$ cat src/rtl/shift_saturate_if.sv
// Argument/result handshake bundle for shift_saturate.
interface shift_saturate_if #(
  parameter int ARGW = 16,
  parameter int RESW = ARGW,
  parameter int SHW  = 4
);
  logic            arg_stb;
  logic [ARGW-1:0] arg_dat;
  logic [SHW-1:0]  arg_sft;
  logic            arg_uns;
  logic            arg_rdy;
  logic            res_stb;
  logic [RESW-1:0] res_dat;
  logic            res_sat;
  logic            res_rdy;

  modport master (
    output arg_stb, arg_dat, arg_sft, arg_uns, res_rdy,
    input  arg_rdy, res_stb, res_dat, res_sat
  );

  modport slave (
    input  arg_stb, arg_dat, arg_sft, arg_uns, res_rdy,
    output arg_rdy, res_stb, res_dat, res_sat
  );
endinterface

$ cat src/rtl/shift_saturate.sv
// Two-stage right-shift / saturate pipeline with a sticky saturation-event counter.
// Define SHIFT_SATURATE_ROUND_EN to round half toward +inf instead of truncating.
module shift_saturate #(
  parameter int ARGW = 16,
  parameter int RESW = ARGW,
  parameter int SHW  = 4,
  parameter int CNTW = 16
) (
  input  logic            clk,
  input  logic            rst,
  shift_saturate_if.slave bus,
  input  logic            sat_clr,
  output logic [CNTW-1:0] sat_cnt
);
  localparam int W = ARGW + 2;

  localparam logic signed [W-1:0] SMAX = {{(W-RESW+1){1'b0}}, {(RESW-1){1'b1}}};
  localparam logic signed [W-1:0] SMIN = {{(W-RESW+1){1'b1}}, {(RESW-1){1'b0}}};
  localparam logic signed [W-1:0] UMAX = {{(W-RESW){1'b0}}, {RESW{1'b1}}};

  generate
    if (RESW > ARGW) begin : g_bad_resw
      $error("ERROR: shift_saturate RESW (%0d) exceeds ARGW (%0d)", RESW, ARGW);
    end
  endgenerate

  logic                s1_vld = 1'b0;
  logic signed [W-1:0] s1_val = '0;
  logic                s1_uns = 1'b0;
  logic                res_stb_q = 1'b0;
  logic [RESW-1:0]     res_dat_q = '0;
  logic                res_sat_q = 1'b0;
  logic [CNTW-1:0]     sat_cnt_q = '0;

  logic                advance;
  logic                arg_rdy;
  logic signed [W-1:0] ext;
  logic signed [W-1:0] sum;
  logic signed [W-1:0] shf;
  logic [RESW-1:0]     c_dat;
  logic                c_sat;

  assign advance = ~res_stb_q | bus.res_rdy;
  assign arg_rdy = ~s1_vld | advance;

  assign ext = bus.arg_uns ? {2'b00, bus.arg_dat}
                           : {{2{bus.arg_dat[ARGW-1]}}, bus.arg_dat};

`ifdef SHIFT_SATURATE_ROUND_EN
  // Half an output LSB; shifting the one back down makes it vanish for sft=0.
  logic [W-1:0] rnd;
  assign rnd = ({{(W-1){1'b0}}, 1'b1} << bus.arg_sft) >> 1;
  assign sum = ext + $signed(rnd);
`else
  assign sum = ext;
`endif

  // Two guard bits keep the unsigned sum positive, so >>> would also be correct there.
  assign shf = bus.arg_uns ? (sum >> bus.arg_sft) : (sum >>> bus.arg_sft);

  always_comb begin
    c_dat = s1_val[RESW-1:0];
    c_sat = 1'b0;
    if (s1_uns) begin
      if (s1_val > UMAX) begin
        c_dat = '1;
        c_sat = 1'b1;
      end
    end else if (s1_val > SMAX) begin
      c_dat = {1'b0, {(RESW-1){1'b1}}};
      c_sat = 1'b1;
    end else if (s1_val < SMIN) begin
      c_dat = {1'b1, {(RESW-1){1'b0}}};
      c_sat = 1'b1;
    end
  end

  always_ff @(posedge clk) begin
    if (rst) begin
      s1_vld <= 1'b0;
      s1_val <= '0;
      s1_uns <= 1'b0;
    end else if (arg_rdy) begin
      s1_vld <= bus.arg_stb;
      if (bus.arg_stb) begin
        s1_val <= shf;
        s1_uns <= bus.arg_uns;
      end
    end
  end

  always_ff @(posedge clk) begin
    if (rst) begin
      res_stb_q <= 1'b0;
      res_dat_q <= '0;
      res_sat_q <= 1'b0;
    end else if (advance) begin
      res_stb_q <= s1_vld;
      if (s1_vld) begin
        res_dat_q <= c_dat;
        res_sat_q <= c_sat;
      end
    end
  end

  always_ff @(posedge clk) begin
    if (rst || sat_clr) begin
      sat_cnt_q <= '0;
    end else if (res_stb_q && bus.res_rdy && res_sat_q && (sat_cnt_q != {CNTW{1'b1}})) begin
      sat_cnt_q <= sat_cnt_q + {{(CNTW-1){1'b0}}, 1'b1};
    end
  end

  assign bus.arg_rdy = arg_rdy;
  assign bus.res_stb = res_stb_q;
  assign bus.res_dat = res_dat_q;
  assign bus.res_sat = res_sat_q;
  assign sat_cnt     = sat_cnt_q;
endmodule

$ cat src/flat_wrapper.sv
// flat-port wrapper written by rule: the top's interface ports become plain ports
module shift_saturate_flat 
#(
  parameter int ARGW = 16,
  parameter int RESW = ARGW,
  parameter int SHW  = 4,
  parameter int CNTW = 16
)
  (clk, rst, sat_clr, sat_cnt, bus_arg_stb, bus_arg_dat, bus_arg_sft, bus_arg_uns, bus_res_rdy, bus_arg_rdy, bus_res_stb, bus_res_dat, bus_res_sat);
  shift_saturate_if #(.ARGW(ARGW), .RESW(RESW), .SHW(SHW)) bus_i ();
  input  logic clk;
  input  logic rst;
  input  logic sat_clr;
  output logic [CNTW-1:0] sat_cnt;
  input wire logic [$bits(bus_i.arg_stb)-1:0] bus_arg_stb;
  input wire logic [$bits(bus_i.arg_dat)-1:0] bus_arg_dat;
  input wire logic [$bits(bus_i.arg_sft)-1:0] bus_arg_sft;
  input wire logic [$bits(bus_i.arg_uns)-1:0] bus_arg_uns;
  input wire logic [$bits(bus_i.res_rdy)-1:0] bus_res_rdy;
  output wire logic [$bits(bus_i.arg_rdy)-1:0] bus_arg_rdy;
  output wire logic [$bits(bus_i.res_stb)-1:0] bus_res_stb;
  output wire logic [$bits(bus_i.res_dat)-1:0] bus_res_dat;
  output wire logic [$bits(bus_i.res_sat)-1:0] bus_res_sat;
  assign bus_i.arg_stb = bus_arg_stb;
  assign bus_i.arg_dat = bus_arg_dat;
  assign bus_i.arg_sft = bus_arg_sft;
  assign bus_i.arg_uns = bus_arg_uns;
  assign bus_i.res_rdy = bus_res_rdy;
  assign bus_arg_rdy = bus_i.arg_rdy;
  assign bus_res_stb = bus_i.res_stb;
  assign bus_res_dat = bus_i.res_dat;
  assign bus_res_sat = bus_i.res_sat;
  shift_saturate #(.ARGW(ARGW), .RESW(RESW), .SHW(SHW), .CNTW(CNTW)) u_core (.clk(clk), .rst(rst), .bus(bus_i), .sat_clr(sat_clr), .sat_cnt(sat_cnt));
endmodule
$ cat config.mk
export PLATFORM = sky130hd
export DESIGN_NAME = shift_saturate_flat
export DESIGN_NICKNAME = d
export VERILOG_FILES = /design/src/rtl/shift_saturate_if.sv /design/src/rtl/shift_saturate.sv /design/src/flat_wrapper.sv
export SDC_FILE = /design/constraint.sdc
export NUM_CORES = 1
export LEC_CHECK = 0
export CORE_MARGIN = 3
export CORE_UTILIZATION = 40
export DETAILED_ROUTE_END_ITERATION = 8
export SLEW_MARGIN = 20
export SYNTH_ARGS = -nofsm -noshare
export SYNTH_HDL_FRONTEND = slang
export SYNTH_SLANG_ARGS = --single-unit
$ cat constraint.sdc
create_clock -name clk -period 4.3 [get_ports clk]
set_input_delay 0.43 -clock clk [delete_from_list [all_inputs] [get_ports clk]]
set_output_delay 0.43 -clock clk [all_outputs]
set_load 0.05 [all_outputs]
== Yosys cells after proc, flatten, opt, wreduce, memory -nomap -nowiden ==
Cells that the tools add are included.
Widths: inputs -> output; s select.

* Add/subtract/negate cells: 1
* $lt $le $gt $ge: 3
* Equal/unequal tests: 1
* Shift operators: 2
* Multiplexer cells: 10
* Bitwise gates (word level): 4
* Reductions and logical operators: 6

{| class="wikitable"
|+ Operators by type and width
! operator !! count
|-
| $mux 16 || 4
|-
| $mux 18 || 2
|-
| $gt 18x16->1 const B || 1
|-
| $gt 18x17->1 const B || 1
|-
| $lt 18x16->1 const B || 1
|-
| $shr 18x4->18 || 1
|-
| $sshr 18x4->18 || 1
|-
| $add 16x1->16 const B || 1
|-
| $ne 16x16->1 const B || 1
|-
| $mux 1 || 4
|-
| $reduce_and 2->1 || 2
|-
| $logic_and 1x1->1 || 3
|-
| $not 1->1 || 2
|-
| $or 1x1->1 || 2
|-
| $logic_or 1x1->1 || 1
|}

* Flip-flop bits (word level): 54
* Input port bits: 26
* Output and inout bits: 35
* Word-level logic and storage cells: 34

== Logic depth before layout (Yosys ltp) ==
* Word-level depth: 4
* Depth in mapped cells: 7
* Depth with buffers taken out: 5

== Worst setup path before layout ==
Ideal clock, no wire load.

* Path kind: register to register
* Start point: register u_core.res_stb_q, in the netlist u_core.bus.res_stb
* End point: register u_core.s1_val[2]
* Arrival: 2.085 ns
* Data required time: 4.166 ns
* Path slack: 2.081 ns
* Stages on the path, launching flop included: 6
* Path buffers: 1
* Period minus slack after synthesis: 2.219 ns
* Path through: dfxtp_1 > nand3b_1 > and2_1 > clkbuf_1 > nand3b_1 > o221ai_1

* Word-level cells in the longest chain between the ends: 4

{| class="wikitable"
|+ Ends and longest elaborated chain
! what !! line !! source
|-
| start: declaration || shift_saturate.sv:30 || <nowiki>logic res_stb_q = 1'b0;</nowiki>
|-
| start signal: assignment || shift_saturate.sv:98 || <nowiki>res_stb_q <= s1_vld;</nowiki>
|-
| $not 1->1 || shift_saturate.sv:43 || <nowiki>assign advance = ~res_stb_q | bus.res_rdy;</nowiki>
|-
| $or 1x1->1 || shift_saturate.sv:43 ||
|-
| $or 1x1->1 || shift_saturate.sv:44 || <nowiki>assign arg_rdy = ~s1_vld | advance;</nowiki>
|-
| via bus_arg_rdy || flat_wrapper.sv:20 || <nowiki>output wire logic [$bits(bus_i.arg_rdy)-1:0] bus_arg_rdy;</nowiki>
|-
| $reduce_and 2->1 (no line) || -- ||
|-
| end signal: assignment || shift_saturate.sv:81 || <nowiki>s1_val <= '0;</nowiki>
|-
| end signal: assignment || shift_saturate.sv:86 || <nowiki>s1_val <= shf;</nowiki>
|-
| end: declaration || shift_saturate.sv:28 || <nowiki>logic signed [W-1:0] s1_val = '0;</nowiki>
|}

The timed path passes the listed nets, and every way through them passes these cells.
A chain may end at the register's enable or synchronous reset.

== Final worst setup path ==
* Start point: input port bus_res_rdy
* End point: output port bus_arg_rdy

* Word-level cells in the longest chain between the ends: 2

{| class="wikitable"
|+ Ends and longest elaborated chain
! what !! line !! source
|-
| start: declaration || flat_wrapper.sv:19 || <nowiki>input wire logic [$bits(bus_i.res_rdy)-1:0] bus_res_rdy;</nowiki>
|-
| $or 1x1->1 || shift_saturate.sv:43 ||
|-
| $or 1x1->1 || shift_saturate.sv:44 ||
|-
| end: declaration || flat_wrapper.sv:20 ||
|}

No other way between the ends.

==> out/metrics.yaml <==
status: "finished clean"
place_inst: 496
end_kind: "output pin"
ys_async_sr_fraction_pct: 0
cts-resized-gates: 0
synth_nets: 384
h-tree-depth: 2
dieHeight_um: 94.3
dpl.hpwl_mm: 6.05
slew_headroom_pct: 43.0
rrSetupSlack_ps: 2330
synth_edf_count: 0
max_freq_mhz: 411
grt_antenna_before_repair: 0
ioPinCount: 61
finalClockSkew_ps: 11.4
finalWorstPathRequiredPeriod_ps: 2430
tightest_slew_ps: 853
synth_area_um2: 3120
placed_area_um2: 3770
crit_top_cell: "clkdlybuf4s50_1"
setup_tns_ps: 0
finalHoldViolations: 0
rr_worst_depth: 4
antenna_cells: 0
wl_met3_um: 351
worstSetupPathType: "in2out"
drc: 0
grt_pass1_vias: 2715
floorplan.initialDensity_pct: 42.1
holdPathStages: 2
rr_endpoint: "u_core.sat_cnt[15]"
cp-start-kind: "input port"
vias_per_cell: 5.89
yosysTopAreaCell: "dfxtp_1"
clk_latency_ps: 310
routed_wl_mm: 8.34
ant_nets: 0
drtIter0Drc: 155
routed.top_layer: "met4"
ys_ff_latch: 54
setup_viol: 0
hold_path_end: "u_core.bus.res_dat[2]"
drt_first_pass_iters: 4
seq_area_frac_synth_pct: 34.7
yosysWarnings: 0
yosys.area.top_type_share_pct: 34.7
clkTransAtPathRegs_ps: 90
cts_tree: "built"
cts_buffers: 5
cpMaxStageDelayCell: "clkdlybuf4s50_1"
grt-ovfl-total: 0
cp.arrival_ps: 2000
syn_to_final_growth_pct: 23.8
post-route-period-util_pct: 56.6
vias: 2969
gp_congestion: 0.904
nets: 431
syn_inst: 357
min-delay-start: "u_core.bus.res_dat[2]"
maxSlewViolCount: 0
drv_cap: 0
fp.dieW_um: 94.3
synthFlopType: "dfxtp_1"
root_buffer: "clkbuf_8"
wirelength_met1_mm: 4.13
r2r-start: "u_core.sat_cnt[6]"
clock_sinks: 54
crit_fanout: 5
leakagePower_nw: 1.31
p_total_mw: 1.04
drive_gt1_share_pct: 8.15
grt_usage_pct: 19.0
wl_met2_mm: 3.79
cp_data_required_time_ps: 3870
grt_pass1_wl_mm: 13.6
row_count: 31
synth.area.top_cells: "dfxtp_1, mux2i_1, mux4_2"
slowest_delay_ps: 820
rsz0062_at_grt: "no"
core_um2: 7410
grt_max_degree: 27
hold_class: "reg2reg"
dieArea_um2: 8890
worst_hold_slack_ps: 454
stdcell_area_um2: 3860
critical_path.cell_chain: "clkdlybuf4s50_1 -> nand3b_1 -> clkdlybuf4s50_1"
holdBufCountCts: 0
postCtsSetupBuffers: 0
port_buffers: 60
finalNonFillerCells: 504
n_fill_cell: 698
synth.distinct_cells: 49
synth_area_per_cell_um2: 8.74
clockBufferDepth: 2
peakVddDrop_v: 0.000162
wl_per_cell_um: 16.6
powerDensity_nw_per_um2: 269
==> metal layers <==
metal | global-route usage (%) | up-vias
met2 | 29.1 | 75
met1 | 27.9 | 1426
met4 | 4.45 | 0
met3 | 3.04 | 9
met5 | 0 | -
li1 | - | 1459
==> per-stage QoR <==
step | util, % | setup slack (ps)
2_1_floorplan | - | 2080
3_3_place_gp | 51.0 | 1710
3_5_place_dp | 51.0 | 1640
4_1_cts | 52.1 | 1870
5_1_grt | 52.1 | 1840
6_report | 52.1 | 1870
==> power breakdown <==
group,total [mW],switching (mW),internal [mW]
sequential,0.536,0.0139,0.522
clock,0.282,0.167,0.115
combinational,0.223,0.126,0.0963
==> critical path, delay by kind of cell <==
family,cells,cell delay [ps]
and+or+nand+nor,1,190
buffers and inverters,2,1380
==> cells in the mapped netlist, drive strengths merged (3+ instances only) <==
cell    instances
nand4           6
or4             8
a21oi          36
nor4            4
o21ai           8
dfxtp          54
mux2            4
o211ai         16
nor3            5
nand3b         10
clkbuf         19
and2            5
mux4            9
buf             5
nand2          43
a22oi           3
nor3b           3
mux2i          28
nand2b          6
o221ai          5
a221o           3
inv             6
nor2           16
or3             8
o31ai           6
nand3          12
==> registers in the layout, indices dropped and copies added, names as in the netlist <==
signal,flops
u_core.bus.res_stb,1
u_core.bus.res_dat,16
u_core.sat_cnt,16
u_core.s1_uns,1
u_core.s1_val,18
u_core.bus.res_sat,1
u_core.s1_vld,1
==> kinds of logic (layout without fill, tap and decap cells) <==
logic type,after synthesis,in the layout,share of synthesized area [%]
AO/OA/AOI/OAI,96,96,20.7
adder cells (fa/ha/maj),1,1,0.401
buffers and inverters,30,78,3.89
flip-flops,54,54,34.7
multiplexers,41,41,16.9
AND/OR/NAND/NOR,135,135,23.4
==> final cells by class <==
cell class	instances	area [um2]	area share, %
flip-flops and latches	54	1080	28.0
clock inverters	2	13.8	0.356
clock buffers	6	72.6	1.88
inverters	6	22.5	0.583
well taps	99	124	3.21
repair buffers	64	631	16.3
multi-input cells	273	1920	49.6
==> worst max path at each step <==
stage	from	end	slack [ps]	depth (start not counted)
2_1_floorplan	u_core.bus.res_stb	u_core.s1_val[2]	2080	5
3_3_place_gp	bus_arg_sft[1]	u_core.s1_val[4]	1710	4
3_5_place_dp	bus_arg_sft[1]	u_core.s1_val[3]	1640	4
4_1_cts	bus_res_rdy	bus_arg_rdy	1870	3
5_1_grt	bus_res_rdy	bus_arg_rdy	1840	3
6_report	bus_res_rdy	bus_arg_rdy	1870	3
==> cells in the final DEF (no fill, tap or decap), types with 9 or more instances in the layout <==
cell,instances
nand3_1,11
clkdlybuf4s50_1,60
mux4_2,9
nor2_1,16
nand2_1,43
dfxtp_1,54
mux2i_1,28
nand3b_1,10
a21oi_1,36
o211ai_1,16
No activity file was read; power rests on OpenSTA's default activity.
